**src/rtl/otter_pkg.sv**
```systemverilog
// Shared types and encodings for the OTTER multicycle control unit.
package otter_pkg;

    typedef enum logic [6:0] {
        OPC_OP     = 7'b0110011,
        OPC_OP_IMM = 7'b0010011,
        OPC_LUI    = 7'b0110111,
        OPC_AUIPC  = 7'b0010111,
        OPC_JAL    = 7'b1101111,
        OPC_JALR   = 7'b1100111,
        OPC_BRANCH = 7'b1100011,
        OPC_LOAD   = 7'b0000011,
        OPC_STORE  = 7'b0100011
    } opcode_t;

    typedef enum logic [2:0] {
        ST_FETCH = 3'd0,
        ST_EXEC  = 3'd1,
        ST_MEM   = 3'd2,
        ST_WB    = 3'd3,
        ST_TRAP  = 3'd4
    } state_t;

    typedef enum logic [2:0] {
        CLS_ALU     = 3'd0,
        CLS_JUMP    = 3'd1,
        CLS_BRANCH  = 3'd2,
        CLS_LOAD    = 3'd3,
        CLS_STORE   = 3'd4,
        CLS_ILLEGAL = 3'd5
    } instr_class_t;

    localparam logic [3:0] ALU_ADD      = 4'd0;
    localparam logic [3:0] ALU_SLL      = 4'd1;
    localparam logic [3:0] ALU_SLT      = 4'd2;
    localparam logic [3:0] ALU_SLTU     = 4'd3;
    localparam logic [3:0] ALU_XOR      = 4'd4;
    localparam logic [3:0] ALU_SRL      = 4'd5;
    localparam logic [3:0] ALU_OR       = 4'd6;
    localparam logic [3:0] ALU_AND      = 4'd7;
    localparam logic [3:0] ALU_SUB      = 4'd8;
    localparam logic [3:0] ALU_LUI_COPY = 4'd9;
    localparam logic [3:0] ALU_SRA      = 4'd13;

    localparam logic [2:0] PC_SEL_PC4    = 3'd0;
    localparam logic [2:0] PC_SEL_JALR   = 3'd1;
    localparam logic [2:0] PC_SEL_BRANCH = 3'd2;
    localparam logic [2:0] PC_SEL_JAL    = 3'd3;

    localparam logic [1:0] SRCA_RS1  = 2'd0;
    localparam logic [1:0] SRCA_UIMM = 2'd1;

    localparam logic [2:0] SRCB_RS2  = 3'd0;
    localparam logic [2:0] SRCB_IIMM = 3'd1;
    localparam logic [2:0] SRCB_SIMM = 3'd2;
    localparam logic [2:0] SRCB_PC   = 3'd3;

    localparam logic [1:0] RF_WR_PC4 = 2'd0;
    localparam logic [1:0] RF_WR_MEM = 2'd2;
    localparam logic [1:0] RF_WR_ALU = 2'd3;

    // Branch resolution from the external comparator flags; funct3 2/3 never reach here.
    function automatic logic branch_taken(input logic [2:0] funct3, input logic eq,
                                          input logic lt, input logic ltu);
        logic taken;
        case (funct3)
            3'd0:    taken = eq;
            3'd1:    taken = ~eq;
            3'd4:    taken = lt;
            3'd5:    taken = ~lt;
            3'd6:    taken = ltu;
            3'd7:    taken = ~ltu;
            default: taken = 1'b0;
        endcase
        return taken;
    endfunction

endpackage

```
**src/rtl/otter_ctrl_dcdr.sv**
```systemverilog
// Combinational instruction decode: datapath selects and instruction class.
module otter_ctrl_dcdr
    import otter_pkg::*;
(
    input  logic [31:0]  ir,
    input  logic         br_eq,
    input  logic         br_lt,
    input  logic         br_ltu,
    output logic [3:0]   alu_fun,
    output logic [1:0]   srca_sel,
    output logic [2:0]   srcb_sel,
    output logic [2:0]   pc_sel,
    output logic [1:0]   rf_wr_sel,
    output instr_class_t instr_class
);

    logic [2:0] funct3;
    logic       unused_ir;

    assign funct3    = ir[14:12];
    assign unused_ir = ^{ir[31], ir[29:15], ir[11:7]};

    // Opcode decode; anything unrecognised is classed illegal.
    always_comb begin
        alu_fun     = ALU_ADD;
        srca_sel    = SRCA_RS1;
        srcb_sel    = SRCB_RS2;
        pc_sel      = PC_SEL_PC4;
        rf_wr_sel   = RF_WR_ALU;
        instr_class = CLS_ILLEGAL;
        case (ir[6:0])
            OPC_OP: begin
                alu_fun     = {ir[30], funct3};
                instr_class = CLS_ALU;
            end
            OPC_OP_IMM: begin
                // ir[30] only selects SRAI; ADDI with imm[10]=1 must stay ADD.
                alu_fun     = {ir[30] & (funct3 == 3'd5), funct3};
                srcb_sel    = SRCB_IIMM;
                instr_class = CLS_ALU;
            end
            OPC_LUI: begin
                alu_fun     = ALU_LUI_COPY;
                srca_sel    = SRCA_UIMM;
                instr_class = CLS_ALU;
            end
            OPC_AUIPC: begin
                srca_sel    = SRCA_UIMM;
                srcb_sel    = SRCB_PC;
                instr_class = CLS_ALU;
            end
            OPC_JAL: begin
                rf_wr_sel   = RF_WR_PC4;
                pc_sel      = PC_SEL_JAL;
                instr_class = CLS_JUMP;
            end
            OPC_JALR: begin
                rf_wr_sel   = RF_WR_PC4;
                pc_sel      = PC_SEL_JALR;
                instr_class = CLS_JUMP;
            end
            OPC_BRANCH: begin
                if (funct3 == 3'd2 || funct3 == 3'd3) begin
                    instr_class = CLS_ILLEGAL;
                end else begin
                    instr_class = CLS_BRANCH;
                    if (branch_taken(funct3, br_eq, br_lt, br_ltu)) begin
                        pc_sel = PC_SEL_BRANCH;
                    end
                end
            end
            OPC_LOAD: begin
                srcb_sel    = SRCB_IIMM;
                rf_wr_sel   = RF_WR_MEM;
                instr_class = CLS_LOAD;
            end
            OPC_STORE: begin
                srcb_sel    = SRCB_SIMM;
                instr_class = CLS_STORE;
            end
            default: begin
                instr_class = CLS_ILLEGAL;
            end
        endcase
    end

endmodule

```
**src/rtl/otter_ctrl_fsm.sv**
```systemverilog
// OTTER multicycle control FSM: sequencing and enable gating around the decoder.
//
// state    | meaning
// ---------+---------------------------------------------------------
// ST_FETCH | instruction read, wait for MEM_ACK
// ST_EXEC  | decode, drive ALU/selects, retire non-memory instructions
// ST_MEM   | data access in progress, wait for MEM_ACK
// ST_WB    | load data written to register file, PC advanced
// ST_TRAP  | illegal instruction seen; parked (or one-cycle exit)
module otter_ctrl_fsm
    import otter_pkg::*;
#(
    parameter bit RESET_TRAP_EXIT = 1'b1
) (
    input  logic        CLK,
    input  logic        RST_N,
    input  logic [31:0] IR,
    input  logic        MEM_ACK,
    input  logic        BR_EQ,
    input  logic        BR_LT,
    input  logic        BR_LTU,
    output logic [3:0]  ALU_FUN,
    output logic [1:0]  SRCA_SEL,
    output logic [2:0]  SRCB_SEL,
    output logic [2:0]  PC_SEL,
    output logic        PC_WE,
    output logic        REG_WE,
    output logic [1:0]  RF_WR_SEL,
    output logic        MEM_RDEN1,
    output logic        MEM_RDEN2,
    output logic        MEM_WE2,
    output logic        ILLEGAL
);

    state_t       state;
    state_t       state_nxt;
    logic         illegal_q;

    logic [3:0]   dec_alu_fun;
    logic [1:0]   dec_srca_sel;
    logic [2:0]   dec_srcb_sel;
    logic [2:0]   dec_pc_sel;
    logic [1:0]   dec_rf_wr_sel;
    instr_class_t dec_class;

    otter_ctrl_dcdr u_dcdr (
        .ir          (IR),
        .br_eq       (BR_EQ),
        .br_lt       (BR_LT),
        .br_ltu      (BR_LTU),
        .alu_fun     (dec_alu_fun),
        .srca_sel    (dec_srca_sel),
        .srcb_sel    (dec_srcb_sel),
        .pc_sel      (dec_pc_sel),
        .rf_wr_sel   (dec_rf_wr_sel),
        .instr_class (dec_class)
    );

    // State register with synchronous active-low reset.
    always_ff @(posedge CLK) begin
        if (!RST_N) begin
            state <= ST_FETCH;
        end else begin
            state <= state_nxt;
        end
    end

    // Sticky illegal flag, set when an illegal instruction is decoded in EXEC.
    always_ff @(posedge CLK) begin
        if (!RST_N) begin
            illegal_q <= 1'b0;
        end else if (state == ST_EXEC && dec_class == CLS_ILLEGAL) begin
            illegal_q <= 1'b1;
        end
    end

    // Next state and outputs; reset forces every output low combinationally.
    always_comb begin
        state_nxt = state;
        ALU_FUN   = ALU_ADD;
        SRCA_SEL  = SRCA_RS1;
        SRCB_SEL  = SRCB_RS2;
        PC_SEL    = PC_SEL_PC4;
        RF_WR_SEL = RF_WR_PC4;
        PC_WE     = 1'b0;
        REG_WE    = 1'b0;
        MEM_RDEN1 = 1'b0;
        MEM_RDEN2 = 1'b0;
        MEM_WE2   = 1'b0;
        ILLEGAL   = illegal_q;
        case (state)
            ST_FETCH: begin
                MEM_RDEN1 = 1'b1;
                if (MEM_ACK) begin
                    state_nxt = ST_EXEC;
                end
            end
            ST_EXEC: begin
                ALU_FUN   = dec_alu_fun;
                SRCA_SEL  = dec_srca_sel;
                SRCB_SEL  = dec_srcb_sel;
                PC_SEL    = dec_pc_sel;
                RF_WR_SEL = dec_rf_wr_sel;
                case (dec_class)
                    CLS_ALU, CLS_JUMP: begin
                        REG_WE    = 1'b1;
                        PC_WE     = 1'b1;
                        state_nxt = ST_FETCH;
                    end
                    CLS_BRANCH: begin
                        PC_WE     = 1'b1;
                        state_nxt = ST_FETCH;
                    end
                    CLS_LOAD: begin
                        MEM_RDEN2 = 1'b1;
                        state_nxt = ST_MEM;
                    end
                    CLS_STORE: begin
                        MEM_WE2   = 1'b1;
                        state_nxt = ST_MEM;
                    end
                    default: begin
                        state_nxt = ST_TRAP;
                    end
                endcase
            end
            ST_MEM: begin
                // IR is still held, so the decoder keeps address selects stable.
                ALU_FUN  = dec_alu_fun;
                SRCB_SEL = dec_srcb_sel;
                if (dec_class == CLS_LOAD) begin
                    MEM_RDEN2 = 1'b1;
                    if (MEM_ACK) begin
                        state_nxt = ST_WB;
                    end
                end else begin
                    MEM_WE2 = 1'b1;
                    if (MEM_ACK) begin
                        PC_WE     = 1'b1;
                        state_nxt = ST_FETCH;
                    end
                end
            end
            ST_WB: begin
                REG_WE    = 1'b1;
                RF_WR_SEL = RF_WR_MEM;
                PC_WE     = 1'b1;
                state_nxt = ST_FETCH;
            end
            ST_TRAP: begin
                if (!RESET_TRAP_EXIT) begin
                    PC_WE     = 1'b1;
                    state_nxt = ST_FETCH;
                end
            end
            default: begin
                state_nxt = ST_FETCH;
            end
        endcase
        if (!RST_N) begin
            ALU_FUN   = '0;
            SRCA_SEL  = '0;
            SRCB_SEL  = '0;
            PC_SEL    = '0;
            RF_WR_SEL = '0;
            PC_WE     = 1'b0;
            REG_WE    = 1'b0;
            MEM_RDEN1 = 1'b0;
            MEM_RDEN2 = 1'b0;
            MEM_WE2   = 1'b0;
            ILLEGAL   = 1'b0;
        end
    end

endmodule
```
**config.mk**
```make
export PLATFORM = sky130hd
export DESIGN_NAME = otter_ctrl_fsm
export DESIGN_NICKNAME = d
export VERILOG_FILES = /design/src/rtl/otter_pkg.sv /design/src/rtl/otter_ctrl_dcdr.sv /design/src/rtl/otter_ctrl_fsm.sv
export SDC_FILE = /design/constraint.sdc
export NUM_CORES = 1
export LEC_CHECK = 0
export ABC_AREA = 1
export CAP_MARGIN = 5
export CORE_UTILIZATION = 30
export CTS_CLUSTER_DIAMETER = 80
export DETAILED_ROUTE_END_ITERATION = 6
export GPL_TIMING_DRIVEN = 1
export MAX_ROUTING_LAYER = met4
export PLACE_DENSITY = 0.75
export SYNTH_ARGS = -nofsm -noshare
export SYNTH_HDL_FRONTEND = slang
export SYNTH_HIERARCHICAL = 1
export SYNTH_SLANG_ARGS = --single-unit
```
**constraint.sdc**
```tcl
create_clock -name CLK -period 3.25 [get_ports CLK]
set_input_delay 0.8125 -clock CLK [delete_from_list [all_inputs] [get_ports CLK]]
set_output_delay 0.8125 -clock CLK [all_outputs]
set_load 0.01 [all_outputs]
```
Word-level counts from Yosys, hierarchy flattened
Cells that the tools add are included.
- shift-type cells: 0
- multiplexer cells: 46
- add/sub/neg operators: 0
- $mul: 0
- equality and inequality tests: 27
- reductions and logical operators: 14
- $lt $le $gt $ge: 0
- divide/modulo/power cells: 0
- bitwise logic cells: 5
- operators with widths (kind ; count):
    $mux 3 ; 10
    $eq 3x3->1 const B ; 7
    $eq 7x6->1 const B ; 3
    $eq 7x7->1 const B ; 3
    $eq 3x2->1 const B ; 6
    $mux 1 ; 18
    $pmux 3 s5 ; 1
    $eq 7x5->1 const B ; 2
    $pmux 3 s4 ; 1
    $pmux 4 s3 ; 1
    $reduce_or 2->1 ; 6
    $eq 3x1->1 const B ; 3
    $logic_not 3->1 ; 3
    $pmux 3 s3 ; 1
    $mux 2 ; 4
    $mux 4 ; 2
    $pmux 2 s2 ; 2
    $eq 7x2->1 const B ; 1
    $pmux 1 s6 ; 1
    $pmux 2 s3 ; 1
    $pmux 3 s2 ; 1
    $ne 2x2->1 const B ; 2
    $not 1->1 ; 4
    $pmux 1 s2 ; 2
    7 further kinds ; 7
- bits in read-only memories: 0
- latch bits: 0
- memories: 0
- output and inout bits: 20
- word-level logic and storage cells: 94
- flip-flop bits (word level): 4
- memory bits (writable): 0

Longest topological paths before layout
- depth after elaboration: 9
- depth in mapped cells: 14
- mapped depth without buffers: 14

Modules after synthesis
The synthesis kept the hierarchy.
- by module, submodules not included (module ; cells each ; area each (sq um) ; times used ; seq. area each (sq um)):
    otter_ctrl_fsm ; 79 ; 434.2 ; 1 ; 80.1
    otter_ctrl_dcdr ; 86 ; 416.6 ; 1 ; 0.0

Least setup slack after synthesis
OpenSTA, ideal clock, no wires.
- kind: input to output
- from: input IR[1]
- to: output PC_WE
- arrival: 1909 ps
- stages: 11
- slack: 529 ps
- path buffers: 0
- path through: nand2_2 nor2_4 nand2_2 nor2_1 nor2_1 nand2_1 nand2_1 nor2_1 inv_1 a31oi_1 nor2_1
- word-level cells in the longest chain between the ends: 8
- elaborated cells on any way between the ends: 21
- those cells by class: eq/ne (12); mux (5); reduce/logical (4)
- RTL lines (what ; line ; text):
    start, declared ; otter_ctrl_fsm.sv:17 ; input logic [31:0] IR,
    $eq 7x6->1, or another cell as far along ; otter_ctrl_dcdr.sv:31 ; case (ir[6:0])
    $reduce_or 4->1 (no line) or $reduce_or 2->1 (tied branches) ; n/a ;
    $pmux 3 s5 (*) ; otter_ctrl_dcdr.sv:31 ;
    named net dec_class[0] ; otter_ctrl_fsm.sv:44 ; instr_class_t dec_class;
    $eq 3x2->1, or another cell as far along ; otter_ctrl_fsm.sv:104 ; case (dec_class)
    $reduce_or 3->1 (no line) ; n/a ;
    $mux 1 ; otter_ctrl_fsm.sv:104 ;
    $pmux 1 s3 (*) ; otter_ctrl_fsm.sv:91 ; case (state)
    $mux 1 (*) ; otter_ctrl_fsm.sv:160 ; if (!RST_N) begin
    end, declared ; otter_ctrl_fsm.sv:26 ; output logic PC_WE,
Mark *: on every way through the listed nets, which the timed path passes. The rest lies on a longest branch.

Worst setup path in the final report
- from: input IR[13]
- to: output REG_WE
- word-level cells in the longest chain between the ends: 9
- elaborated cells on any way between the ends: 11
- those cells by class: eq/ne (3); mux (5); reduce/logical (3)
- RTL lines (what ; line ; text):
    $eq 3x2->1 ; otter_ctrl_dcdr.sv:63 ; if (funct3 == 3'd2 || funct3 == 3'd3) begin
    $logic_or 1x1->1 (*) ; otter_ctrl_dcdr.sv:63 ;
    $mux 3 (*) ; otter_ctrl_dcdr.sv:63 ;
    $pmux 3 s5 (*) ; otter_ctrl_dcdr.sv:31 ;
    named net dec_class[1] ; otter_ctrl_fsm.sv:44 ;
    $eq 3x1->1 or $logic_not 3->1 (tied branches) ; otter_ctrl_fsm.sv:104 ;
    $reduce_or 2->1 (*) ; n/a ;
    $mux 1 (*) ; otter_ctrl_fsm.sv:104 ;
    $pmux 1 s2 (*) ; otter_ctrl_fsm.sv:91 ;
    $mux 1 (*) ; otter_ctrl_fsm.sv:160 ;
    end, declared ; otter_ctrl_fsm.sv:27 ; output logic REG_WE,
Marks and branches as above.

==> impl_metrics.py <==
metrics = {
    "critical_path": {
        "arrival_ns": 2.36,
        "r2r_end": "state[1]",
        "required_ns": 2.44,
        "crit_buf_inv": 5,
        "reg2reg_slack_ns": 2.12,
        "path_cells": "clkdlybuf4s50_1, nand2_2, buf_4, nand2_1, nand2_1, buf_4, inv_1, nand2_1, a21oi_1, clkdlybuf4s15_1",
        "critPathLaunchType": "primary input",
        "crit_family": "buffers and inverters",
        "crit_path_max_incr_delay_ns": 0.49,
        "critPathCapture": "REG_WE",
        "path_class": "in2out",
        "crit_path_frequent_cell": "nand2_1",
        "end_kind": "output pin",
        "slowest_stage": "clkdlybuf4s50_1",
        "ff2ff_path_depth": 7,
        "startpoint": "IR[13]",
        "cp_num_cells": 10,
        "rr_startpoint": "state[2]",
        "crit_path_max_fanout": 3,
    },
    "finish": {
        "drive_above_1_share_pct": 45.8,
        "design_area_sq_um": 1590,
        "diodes": 0,
        "n_fill_cell": 239,
        "final_nets": 278,
        "syn2layout_area_growth_pct": 87.1,
    },
    "timing": {
        "drv_slew": 0,
        "period_needed_ns": 3.18,
        "hold_viol": 0,
        "max_freq_mhz": 315,
        "holdWs_ns": 0.474,
        "setup_viol": 0,
        "final.setup.tns_ns": 0,
        "period_share_pct": 97.7,
        "setup_ws_ns": 0.0743,
        "clock_skew_ns": 0.00927,
    },
    "status": {
        "status": "finished, final reports clean",
    },
    "clocking": {
        "cts_root_buf": "clkbuf_4",
        "cts_sinks": 4,
        "clk_path_buf_depth": 2,
        "cts-htree-levels": 1,
        "clk-insertion-delay-late_ns": 0.24,
        "cts.clk_slew.worst_paths_ns": 0.04,
        "ctsHoldBuffers": 0,
        "cts_buffers": 3,
        "tritoncts": "done",
    },
    "placed_design": {
        "port_buffers": 33,
        "dpl_worst_slack_ns": -0.548,
        "dp_hpwl_microns": 1880,
        "postPlaceCellArea_sq_um": 1390,
        "gp_congestion": 0.807,
    },
    "routing": {
        "drt_iter0_markers": 47,
        "wl_per_cell_microns": 10.7,
        "dr.pass1.iters": 4,
        "vias": 1211,
        "ant_nets": 0,
        "wirelength_microns": 2880,
        "vias_per_cell": 4.52,
        "drcViolationCount": 0,
    },
    "grt": {
        "grt_antenna_before_repair": 0,
        "track_usage_pct": 18.1,
        "grt_pass1_wl_microns": 4460,
        "grt_max_degree": 9,
        "grt_pass1_vias": 1074,
        "gr-total-overflow": 0,
    },
    "floorplanning": {
        "start_util_pct": 33.1,
        "std_cell_rows": 18,
        "coreArea_sq_um": 2570,
        "die_w_microns": 55.3,
        "io_pins": 58,
        "dieArea_sq_um": 3050,
        "die_h_microns": 55.3,
    },
    "pwr": {
        "leakage_nw": 0.820,
        "vdd_drop_max_mv": 0.230,
        "powerDensity_nw_per_um2": 181,
        "p_total_uw": 288,
    },
    "run": {
        "drv_cap": 0,
    },
    "synth": {
        "yosysWarnings": 6,
        "synthFlopType": "dfxtp_1",
        "netlist-cell-type-count": 25,
        "async_flop_share_pct": 0,
        "avgSynthCellArea_sq_um": 5.16,
        "synth_edf_count": 0,
        "syn_area_sq_um": 851,
        "syn_inst": 165,
        "yosysSeqAreaShare_pct": 9.41,
        "synth-seq-cells": 4,
    },
    "worst_hold_path": {
        "hold_path.class": "reg2reg",
    },
}
==> worst min-delay path by stage <==
stage	start	depth (start not counted)	slack, ns	to
after global routing	illegal_q	2	0.54	illegal_q
final	illegal_q	2	0.47	illegal_q
after CTS	illegal_q	2	0.48	illegal_q
after detailed placement	illegal_q	2	0.47	illegal_q
after floorplan	illegal_q	2	0.42	illegal_q
after global placement	illegal_q	2	0.43	illegal_q
==> stage by stage <==
step,instances,utilization (%)
floorplan,167,-
global placement,252,54.2
detailed placement,252,54.2
CTS,264,58.0
global route,268,62.0
finish,268,62.0
==> state kept, by name (all words and copies together) (netlist names) <==
| name | cells |
|---|---|
| state | 3 |
| illegal_q | 1 |
==> timing repair <==
item,4_1_cts,5_1_grt
setup endpoints to repair,14,13
gates resized for setup,29,47
buffers inserted,9,4
pin swaps,5,17
==> cell families (layout without fill, tap and decap cells) <==
logic type / after synthesis / in the layout / synth area share, %
and+or+nand+nor: 107 / 107 / 60.1
buffers and inverters: 38 / 109 / 18.4
AOI/OAI and AO/OA: 15 / 15 / 11.6
DFF: 4 / 4 / 9.41
other: 1 / 3 / 0.441
==> where the power goes <==
| group | switching [mW] | internal, mW | total [mW] |
|---|---|---|---|
| sequential | 0.00642 | 0.0563 | 0.0627 |
| combinational | 0.0879 | 0.0742 | 0.162 |
| clock | 0.0217 | 0.0414 | 0.0632 |
==> worst min-delay path, stage by stage (launching register included) <==
cell and delay, ns:
dfxtp_1 0.30, nand2_1 0.06, o21ai_0 0.08
==> per-layer routing <==
metal | routed length (microns) | track usage [%] | vias to the layer above
li1 | - | - | 637
met1 | 1280 | 22.6 | 533
met2 | 1410 | 30.1 | 39
met3 | 161 | 1.87 | 2
met4 | 23 | 6.79 | 0
met5 | 0 | - | -
==> cell type report <==
| type | count | area (sq um) | share of cell area (%) |
|---|---|---|---|
| clock buffers | 3 | 22.5 | 1.42 |
| inverters | 35 | 134 | 8.41 |
| multi-input cells | 125 | 747 | 46.9 |
| flip-flops and latches | 4 | 80.1 | 5.03 |
| well taps | 30 | 37.5 | 2.36 |
| repair buffers | 71 | 571 | 35.8 |
==> layout by cell type (no fill, tap or decap), types with 2 or more instances in the layout <==
| cell | count |
|---|---|
| clkbuf_4 | 3 |
| dfxtp_1 | 4 |
| dlymetal6s2s_1 | 3 |
| conb_1 | 3 |
| o21ai_2 | 2 |
| buf_2 | 2 |
| nand2_4 | 8 |
| nand3_1 | 5 |
| a21oi_2 | 3 |
| inv_1 | 22 |
| nor2_4 | 9 |
| nor3_1 | 2 |
| buf_4 | 38 |
| inv_2 | 12 |
| a21oi_1 | 4 |
| nand2_2 | 13 |
| o21ai_0 | 2 |
| nor2_1 | 28 |
| nand3_2 | 3 |
| dlygate4sd2_1 | 2 |
| clkdlybuf4s50_1 | 17 |
| nand2_1 | 33 |
| clkbuf_2 | 8 |
| nor2_2 | 3 |
==> synth_stat cells (2+ instances only) <==
cell / count / area [sq um]
nor2_4: 3 / 33.8
buf_4: 3 / 22.5
nand2_4: 2 / 22.5
nor2_2: 4 / 25.0
nand2_2: 11 / 68.8
nand2_1: 41 / 154
nand3_1: 7 / 35.0
dfxtp_1: 4 / 80.1
inv_2: 8 / 30.0
nor3_1: 3 / 15.0
o21ai_0: 3 / 15.0
nor2_1: 33 / 124
inv_1: 26 / 97.6
a21oi_1: 6 / 30.0
Power figures use the tool's default switching activity.
